File: src/rtl/hazard_stall_control.sv
// Stall/flush control for the 5-stage pipeline: load-use and branch-operand stalls,
// dmem-wait freeze FSM with sticky watchdog. Define HAZARD_PERF_EN for perf counters.
module hazard_stall_control #(
  parameter int unsigned REG_ADDR    = 5,
  parameter int unsigned WDOG_CYCLES = 64
) (
  input  logic                clk,
  input  logic                reset,
  input  logic [REG_ADDR-1:0] if_id_src1,
  input  logic [REG_ADDR-1:0] if_id_src2,
  input  logic                if_id_uses_src2,
  input  logic                if_id_is_branch,
  input  logic                id_ex_regwrite,
  input  logic                id_ex_memread,
  input  logic [REG_ADDR-1:0] id_ex_dst_reg,
  input  logic                ex_mem_memread,
  input  logic [REG_ADDR-1:0] ex_mem_dst_reg,
  input  logic                ex_mem_memaccess,
  input  logic                dmem_ready,
  input  logic                branch_taken,
  output logic                pc_write,
  output logic                if_id_write,
  output logic                if_id_flush,
  output logic                id_ex_bubble,
  output logic                freeze,
  output logic                wdog_err
`ifdef HAZARD_PERF_EN
  ,
  output logic [31:0]         perf_dstall_cycles,
  output logic [31:0]         perf_freeze_cycles,
  output logic [31:0]         perf_flushes
`endif
);

  localparam int unsigned CntW = (WDOG_CYCLES > 2) ? $clog2(WDOG_CYCLES) : 1;
  localparam logic [CntW-1:0] CntMax = CntW'(WDOG_CYCLES - 1);

  typedef enum logic [0:0] {StRun, StDwait} state_e;

  state_e          state_q, state_d;
  logic [CntW-1:0] cnt_q, cnt_d;
  logic            wdog_q, wdog_d;

  logic id_ex_hit, ex_mem_hit;
  logic lu, br1, br2, br3, dstall, wdog_hit;

  // r0 never matches; src2 only matters when the D instruction actually reads it.
  always_comb begin
    id_ex_hit  = (id_ex_dst_reg != '0) &&
                 ((id_ex_dst_reg == if_id_src1) ||
                  (if_id_uses_src2 && (id_ex_dst_reg == if_id_src2)));
    ex_mem_hit = (ex_mem_dst_reg != '0) &&
                 ((ex_mem_dst_reg == if_id_src1) ||
                  (if_id_uses_src2 && (ex_mem_dst_reg == if_id_src2)));
    lu     = id_ex_memread & id_ex_hit;
    br1    = if_id_is_branch & id_ex_regwrite & ~id_ex_memread & id_ex_hit;
    br2    = if_id_is_branch & id_ex_memread & id_ex_hit;
    br3    = if_id_is_branch & ex_mem_memread & ex_mem_hit;
    dstall = lu | br1 | br2 | br3;
  end

  always_comb begin
    state_d = state_q;
    cnt_d   = cnt_q;
    freeze  = 1'b0;
    unique case (state_q)
      StRun: begin
        // Gated by memaccess so dmem_ready has no effect when no access is pending.
        if (ex_mem_memaccess && !dmem_ready) begin
          freeze  = 1'b1;
          state_d = StDwait;
          cnt_d   = '0;
        end
      end
      StDwait: begin
        freeze = 1'b1;
        if (dmem_ready) begin
          state_d = StRun;
          cnt_d   = '0;
        end else if (cnt_q != CntMax) begin
          cnt_d = cnt_q + CntW'(1);
        end
      end
      default: state_d = StRun;
    endcase

    wdog_hit = (state_q == StDwait) && (cnt_q == CntMax);
    wdog_d   = wdog_q | wdog_hit;
    wdog_err = wdog_d;

    pc_write     = ~freeze & ~dstall;
    if_id_write  = ~freeze & ~dstall;
    id_ex_bubble = ~freeze & dstall;
    if_id_flush  = ~freeze & ~dstall & branch_taken;
  end

  always_ff @(posedge clk) begin
    if (reset) begin
      state_q <= StRun;
      cnt_q   <= '0;
      wdog_q  <= 1'b0;
    end else begin
      state_q <= state_d;
      cnt_q   <= cnt_d;
      wdog_q  <= wdog_d;
    end
  end

`ifdef HAZARD_PERF_EN
  logic [31:0] perf_dstall_q, perf_freeze_q, perf_flush_q;

  always_ff @(posedge clk) begin
    if (reset) begin
      perf_dstall_q <= '0;
      perf_freeze_q <= '0;
      perf_flush_q  <= '0;
    end else begin
      if (dstall && !freeze) perf_dstall_q <= perf_dstall_q + 32'd1;
      if (freeze)            perf_freeze_q <= perf_freeze_q + 32'd1;
      if (if_id_flush)       perf_flush_q  <= perf_flush_q + 32'd1;
    end
  end

  assign perf_dstall_cycles = perf_dstall_q;
  assign perf_freeze_cycles = perf_freeze_q;
  assign perf_flushes       = perf_flush_q;
`endif

endmodule

File: config.mk
export PLATFORM = sky130hd
export DESIGN_NAME = hazard_stall_control
export DESIGN_NICKNAME = d
export VERILOG_FILES = /design/src/rtl/hazard_stall_control.sv
export SDC_FILE = /design/constraint.sdc
export NUM_CORES = 1
export LEC_CHECK = 0
export ABC_AREA = 1
export CAP_MARGIN = 20
export CORE_MARGIN = 5
export CORE_UTILIZATION = 45
export CTS_CLUSTER_DIAMETER = 30
export DETAILED_ROUTE_END_ITERATION = 10
export GPL_TIMING_DRIVEN = 1
export PLACE_DENSITY = 0.84
export SLEW_MARGIN = 20
export SYNTH_ARGS = -nofsm -noshare
export SYNTH_HDL_FRONTEND = slang
export SYNTH_SLANG_ARGS = --single-unit
File: constraint.sdc
create_clock -name clk -period 3.69 [get_ports clk]
set_clock_uncertainty 0.15 [all_clocks]
set_input_delay 0.738 -clock clk [delete_from_list [all_inputs] [get_ports clk]]
set_output_delay 0.738 -clock clk [all_outputs]
set_load 0.05 [all_outputs]
Word level (Yosys, flattened, before mapping):

Cells that the tools add are included.

* add/subtract/negate cells: 1
* equality and inequality tests: 8
* multiplexer cells: 8
* bitwise logic cells: 19
* reductions and logical operators: 12

Operators by type and width (number)
* 5-bit == test: 4
* 6-bit two-way mux: 3
* 6-bit one-hot mux with 2 select lines: 1
* 1-bit AND: 11
* 5-bit nonzero test: 2
* 6-bit by 1-bit adder with 6-bit output, second input constant: 1
* 6-bit == test, second input constant: 1
* 1-bit logical AND: 6
* 6-bit inequality test, second input constant: 1
* 1-bit inverter: 4
* 1-bit bitwise OR: 4
* 1-bit one-hot mux with 2 select lines: 2
* 3-bit by 2-bit inequality test with 1-bit output, second input constant: 1
* 1-bit logical OR: 2
* 1-bit two-way mux: 2
* 2-bit inequality test, second input constant: 1
* 2-bit AND reduction: 1
* 1-bit zero test: 1

* register bits: 8
* input port bits: 30
* output and inout bits: 6
* logic and storage cells: 51

Longest topological paths before layout:

Gate-level depths: netlist of run 1.

* word-level depth: 11
* mapped depth: 10
* mapped depth without buffers: 9

Worst setup path after synthesis of run 1:

OpenSTA, ideal clock, no wires.

* path type: input -> output
* start: input port ex_mem_dst_reg[3]
* end: output port id_ex_bubble
* arrival time: 1923 ps
* required time: 2802 ps
* path slack: 879 ps
* cell stages on the path: 8
* buffers on the path: 0
* cell sequence: inv_1 > nand2_1 > nand2_1 > nor2_1 > nand3_1 > nand2_1 > nand2_1 > a21oi_1

* word-level cells in the longest chain between the ends: 7
* elaborated cells between the ends (all ways): 9
* classes of those cells: 2 x eq/ne; 3 x bitwise; 4 x reduce/logical

Ends and longest elaborated chain
* start, declared: line 17 `input logic [REG_ADDR-1:0] ex_mem_dst_reg,`
* 5-bit == test: line 54 `(if_id_uses_src2 && (ex_mem_dst_reg == if_id_src2)));`
* 1-bit logical AND: line 54
* 1-bit logical OR: line 53 `((ex_mem_dst_reg == if_id_src1) ||`
* 1-bit logical AND *: line 52 `ex_mem_hit = (ex_mem_dst_reg != '0) &&`
* 1-bit AND *: line 58 `br3 = if_id_is_branch & ex_mem_memread & ex_mem_hit;`
* 1-bit bitwise OR *: line 59 `dstall = lu | br1 | br2 | br3;`
* 1-bit AND *: line 93 `id_ex_bubble = ~freeze & dstall;`
* end, declared: line 24 `output logic id_ex_bubble,`

Mark *: on every way between the ends. The rest lies on a longest branch, timed or not.

Final worst setup path of run 1:

* start: input port dmem_ready
* end: output port freeze

* word-level cells in the longest chain between the ends: 4

Ends and longest elaborated chain
* start, declared: line 19 `input logic dmem_ready,`
* 1-bit zero test: line 69 `if (ex_mem_memaccess && !dmem_ready) begin`
* 1-bit logical AND: line 69
* 1-bit two-way mux: line 69
* 1-bit one-hot mux with 2 select lines: line 66 `unique case (state_q)`
* end, declared: line 25 `output logic freeze,`

No other way between the ends.

==> impl_results.md, run 1 <==
- Min Tclk post-route: 3095 ps
- Pwr/cell area: between 200 and 250 nW/um^2
- Slew Viols, Final: 0
- Max-slew headroom: between 60% and 70%
- Initial antenna violation count: 0
- First-pass GRT wire length: 3.864 mm
- Worst-Skew Late Latency: roughly 260 ps
- Post-DRT Antenna Nets: 0
- Worst-case reg-to-reg path depth: 9
- Reg clk slew, reported paths: 50 ps
- Post-Layout Cell Count: around 230
- Status: finished, final reports clean
- # H-tree levels: 1
- DR pass1 iterations: 4
- Nature of the critical path startpoint: input port
- Setup crit start: dmem_ready
- Lkg Pwr: between 0.6 and 0.7 nW
- CTS root buf: clkbuf_4
- R2R Path End: cnt_q[3]
- PostCTS Resize Cnt: 0
- Register Area: 160.2 sq um
- Syn_nets: 194
- Drt wl/cell: between 10 and 15 microns
- Standard-cell rows: 15
- Clock Tree Buf Depth: 2
- Slowest cell on the critical path: clkdlybuf4s50_1
- Total power: 0.2817 mW
- Fraction of registers with async set/reset: 0%
- Maximum capacitance violations: 0
- Max Fanout on Critical Path: 5
- CTS tree: done
- GRT overflow: 0
- Top cell type's share of synthesized area: between 20% and 30%
- Placed Cells: ~220
- Ports: 36
- Clock sinks: 8
- Max Fclk: approximately 0.32 GHz
- Final WL: 2.363 mm
- CP endpoint: freeze
- Peak supply drop: 0.1597 mV
- Grt met1 use: 20.60%
- Largest net degree at the start of global routing: 8
- DR DRC count: 0
- Vias in the first global route: 1003
- IO Port Bufs: 35
- Worst hold slack: 302.2 ps
- Post-CTS Setup Bufs: 0
- Cell variety after synth: 19
- EDFF count, synth: 0
- Critical path capture point type: output port
- Ant. Diodes: 0
- Fillers: roughly 160
- Register area share after synthesis: 18.71%
- Met2 usage: between 30% and 40%
- Required @ worst endpoint: approximately 2800 ps
- Comb power frac: a little over two fifths
- Number of buffer and inverter stages on the critical path: 3
- Synth Instances: 163
- Placeable Area: approximately 1800 sq um
- Reg2reg start: cnt_q[1]
- Cts hold-fix bufs: 0
- CTS Buf Count: 3
- Top Usage Layer GRT: met2
- Starting Density: 48.51%
- Synth top area cells: nand2_1 28%, dfxtp_1 19%, inv_1 15%
- 1st-iter DRT viols: 29
- Crit path cell chain: clkdlybuf4s50_1 > inv_1 > nand2_2 > nand2_4 > clkdlybuf4s50_1
- Hold WC Path Type: flop to flop
- #FFs+latches synth: 8
- Critical path's top delay family: buffers and inverters
- Flop2flop setup slack: 2210 ps
- Clock share of power: 24.7%
- Nets@finish: 233
- Worst-Margin Slew: 536.7 ps
- Worst path max stage delay: roughly 800 ps
- RSZ-0062 raised after global routing: no
- Vias: between 1000 and 1500
- Kind of critical path: input port to output port
- Yosys Warn Count: 0
- Cell area after synthesis: 855.8 sq um
- Ratio of cells with drive above 1 in the final layout: 10.00%
- Die area: 2874 sq um
- Switching Share: 35.88%
- Final Cycle Share: 83.87%
- Fin util: 70.43%
- Vias/cell: 4.800
- Gp weighted congestion: 0.8973
- Seq pwr share: 32.3%
- Chip Width: 53.61 microns
- Ys flop type: dfxtp_1
- Final hold violations: 0
- Cell depth of the worst setup path: 5
- Hpwl dp: 2.083 mm
- Mean post-synth cell area: 5.250 sq um
- # setup viols final: 0
- Die H: 53.61 microns
- CP most frequent cell: clkdlybuf4s50_1
- Cell taking the most area after synthesis: nand2_1
- Net Sw Power: 0.1011 mW
- Int Pwr: 0.1806 mW
- Crit path DAT: around 2200 ps
- Met3 Use GR: roughly 3.3%
- Layout area overhead: 45.18%
- Overall routing resource usage: between 10% and 20%
- Multi-input logic area: 553.0 sq um
- Final setup TNS: 0 ps
[sequential cells by signal (all words and copies together), names as in the netlist]
name / flops
cnt_q: 6
wdog_q: 1
state_q: 1
[placed cells by master (no fill, tap or decap)]
master	instances
nor2_1	17
clkdlybuf4s50_1	31
nand3_1	9
o21ai_1	1
xnor2_1	2
dfxtp_1	8
nand2_1	63
o21ai_0	4
nand2_4	3
clkbuf_4	3
inv_1	34
nand3_2	1
nor3_1	1
a21oi_1	5
nand4_1	3
xor2_1	1
inv_2	2
buf_4	4
nand2_2	4
ha_1	1
a21oi_2	3
[worst min-delay path by stage]
stage | end | slack [ps] | from | depth (start not counted)
finish | cnt_q[4] | 300 | cnt_q[4] | 2
global placement | cnt_q[4] | 290 | cnt_q[4] | 2
detailed placement | cnt_q[4] | 300 | cnt_q[4] | 2
global route | cnt_q[4] | 320 | cnt_q[4] | 2
floorplan | wdog_q | 280 | wdog_q | 2
CTS | cnt_q[4] | 310 | cnt_q[4] | 2
[area by class of cell]
class                      count  area share (%)
clock buffer                   3           1.813
inverter                      36           10.88
multi-input combinational    118           44.51
sequential                     8           12.89
tap                           25           2.518
timing repair buffer          35           27.39
[per-layer routing]
| layer | part of all wire [%] | up-vias |
|---|---|---|
| met5 | 0 | - |
| met4 | 2.0 | 0 |
| met3 | 7.5 | 7 |
| met2 | 51 | 50 |
| met1 | 40 | 464 |
| li1 | - | 559 |
[per-stage QoR]
stage	setup slack [ps]	area, sq um
detailed placement	594.4	1220
floorplan	878.9	855.8
finish	595.2	1242
global placement	620.1	1220
CTS	593.9	1242
global route	497.3	1242
[logic make-up (layout without fill, tap and decap cells)]
| group | after synthesis | in the layout | synth area share, % |
|---|---|---|---|
| xor+xnor | 3 | 3 | 3.071 |
| flops | 8 | 8 | 18.71 |
| fa+ha+maj | 1 | 1 | 1.462 |
| simple gates | 101 | 101 | 51.17 |
| buf+inv | 37 | 74 | 16.67 |
| compound gates | 13 | 13 | 8.918 |
[synthesized netlist by cell type (2+ instances only)]
master   number
nand2_1      63
inv_1        34
nor2_1       17
nand3_1       9
dfxtp_1       8
a21oi_1       5
nand2_2       4
o21ai_0       4
a21oi_2       3
nand2_4       3
nand4_1       3
inv_2         2
xnor2_1       2
[power by group through the flow]
stage | sequential, mW | combinational (mW) | clock, mW
floorplan | 0.0924 | 0.0677 | 0
global route | 0.0914 | 0.133 | 0.0740
finish | 0.0910 | 0.121 | 0.0695
detailed placement | 0.0929 | 0.121 | 0
CTS | 0.0909 | 0.121 | 0.0697
global placement | 0.0927 | 0.118 | 0
[worst reg2reg max path: stages, from the launching register on]
cell and delay, ps:
dfxtp_1 350, ha_1 180, nand2_1 70, inv_2 100, nand3_2 100, nand2_4 90
nand2_4 80, nand2_2 70, xor2_1 140, nor2_1 50
No activity file was read; power rests on OpenSTA's default activity.
==> run 2, diff against run 1 <==
- CORE_UTILIZATION: 45 -> 42
- PLACE_DENSITY: 0.84 -> 0.79
- clock period: 3.69 -> 2.95 ns (I/O delays scaled with it)
==> impl_results.md, run 2 (synthesis gave the netlist of run 1 again) <==
- IO Port Bufs: 35
- Worst path max stage delay: 510 ps
- Max-slew headroom: 66.70%
- Most frequent cells in the layout: 63 x nand2_1, 34 x inv_1, 30 x clkdlybuf4s50_1
- # H-tree levels: 1
- Initial antenna violation count: 0
- Die H: between 50 and 60 microns
- Comb power frac: 45.2%
- DP Area: 1270 sq um
- Crit path DAT: 2030 ps
- Max Fclk: 0.3606 GHz
- Placeable Area: 1962 sq um
- Vias: about 1000
- Final setup TNS: 0 ps
- Starting Density: a little over two fifths
- Cell depth of the worst setup path: 10
- Maximum capacitance violations: 0
- Peak supply drop: about 0.24 mV
- Setup crit start: if_id_src2[2]
- Final Cell Area: ~1300 sq um
- Switching Share: around a third
- 1st-iter DRT viols: 16
- Vias in the first global route: 880
- GRT overflow: 0
- Worst-case reg-to-reg path depth: 9
- Reg2reg start: cnt_q[1]
- RSZ-0062 raised after global routing: no
- Net Sw Power: roughly 0.13 mW
- Hold WC Path Type: flop to flop
- Reg clk slew, reported paths: around 50 ps
- Crit path cell chain: clkdlybuf4s50_1 > inv_1 > o21ai_0 > nor2_1 > nand3_1 > nand2_1 > nand2_1 > nand3_1 > nor2_1 > buf_12
- Slew Viols, Final: 0
- Post-DRT Antenna Nets: 0
- Final Cycle Share: 93.99%
- Largest net degree at the start of global routing: 8
- Gp weighted congestion: 0.8688
- R2R Path End: cnt_q[3]
- Cts hold-fix bufs: 0
- CP endpoint: if_id_flush
- Status: finished, final reports clean
- Overall routing resource usage: 15.99%
- Die area: 3040 sq um
- Register Area: 160.2 sq um
- Slowest cell on the critical path: clkdlybuf4s50_1
- Clock share of power: between 20% and 30%
- CTS tree: done
- Drt wl/cell: 9.564 microns
- Number of flip-flops under the largest register name: 6
- Hpwl dp: 1.938 mm
- Seq pwr share: 31.0%
- Number of buffer and inverter stages on the critical path: 3
- Pwr/cell area: roughly 280 nW/um^2
- Ratio of cells with drive above 1 in the final layout: 11.00%
- Flop2flop setup slack: 1510 ps
- Ant. Diodes: 0
- Largest register by flop count: cnt_q
- CTS Buf Count: 3
- # setup viols final: 0
- Nets@finish: 233
- Vias/cell: 4.581
- Fillers: 194
- Min Tclk post-route: between 2000 and 3000 ps
- Nature of the critical path startpoint: input port
- Lkg Pwr: roughly 0.7 nW
- Int Pwr: 0.2376 mW
- Clock Tree Buf Depth: 2
- Worst-Margin Slew: approximately 500 ps
- DR DRC count: 0
- Chip Width: 55.14 microns
- Critical path capture point type: output port
- Final hold violations: 0
- Post-CTS Setup Bufs: 0
- Standard-cell rows: 16
- Max Fanout on Critical Path: 3
- PostCTS Resize Cnt: 0
- Clock sinks: 8
- Multi-input logic area: approximately 560 sq um
- Worst-Skew Late Latency: 260 ps
- Critical path's top delay family: buffers and inverters
- Ports: 36
- DR pass1 iterations: 4
- Layout area overhead: 51.46%
- First-pass GRT wire length: between 3 and 4 mm
- Worst Hold Launch: wdog_q
- Biggest regs: cnt_q x6, state_q x1, wdog_q x1
- Most common cell after layout, fill and taps aside: nand2_1
- Final WL: 2.171 mm
- Kind of critical path: input port to output port
- CTS root buf: clkbuf_4
- Required @ worst endpoint: 2210 ps
==> run 2: worst min-delay path by stage <==
stage	end	slack, ps	depth (start not counted)
after global placement	cnt_q[4]	290	2
after CTS	wdog_q	320	2
after floorplan	wdog_q	280	2
final	wdog_q	320	2
after detailed placement	wdog_q	310	2
after global routing	wdog_q	340	2
==> run 2: layout make-up <==
cell class	count	area share, %
clock buffer	3	1.737
inverter	36	10.42
multi-input combinational	118	42.95
sequential	8	12.36
tap	27	2.606
timing repair buffer	35	29.92
==> run 2: worst register-to-register path, stage by stage, from the launching register on <==
cell     delay, ps
dfxtp_1        350
ha_1           170
nand2_1         70
inv_2           90
nand3_2        100
nand2_4         90
nand2_4         80
nand2_2         60
xor2_1         140
nor2_1          50
==> run 2: power by group through the flow <==
| stage | Combinational [mW] | Clock, mW | Sequential, mW |
|---|---|---|---|
| finish | 0.165 | 0.0869 | 0.114 |
| global route | 0.181 | 0.0949 | 0.114 |
| CTS | 0.165 | 0.0893 | 0.114 |
| detailed placement | 0.165 | 0 | 0.116 |
| global placement | 0.162 | 0 | 0.116 |
| floorplan | 0.0847 | 0 | 0.116 |
==> run 2: metal layers <==
metal | track usage, % | routed length, microns | vias to the layer above
met5 | 0 | 0 | -
met4 | 1.215 | 0 | 0
met3 | 5.630 | 175 | 0
met2 | 27.76 | 1039 | 30
met1 | 19.68 | 956 | 448
li1 | - | - | 562
==> run 2: through the flow <==
step | utilization (%) | setup WS, ps | total power, mW | instances | hold WS [ps]
after floorplan | - | 434.9 | 0.2002 | 163 | 279.8
after CTS | 65.88 | 147.4 | 0.3684 | 227 | 318.8
after detailed placement | 64.73 | 147.5 | 0.2811 | 224 | 310.3
final | 66.07 | 177.2 | 0.3660 | 227 | 315.7
after global placement | 64.73 | 172.6 | 0.2782 | 224 | 293.0
after global routing | 66.07 | 4.619 | 0.3900 | 227 | 341.3
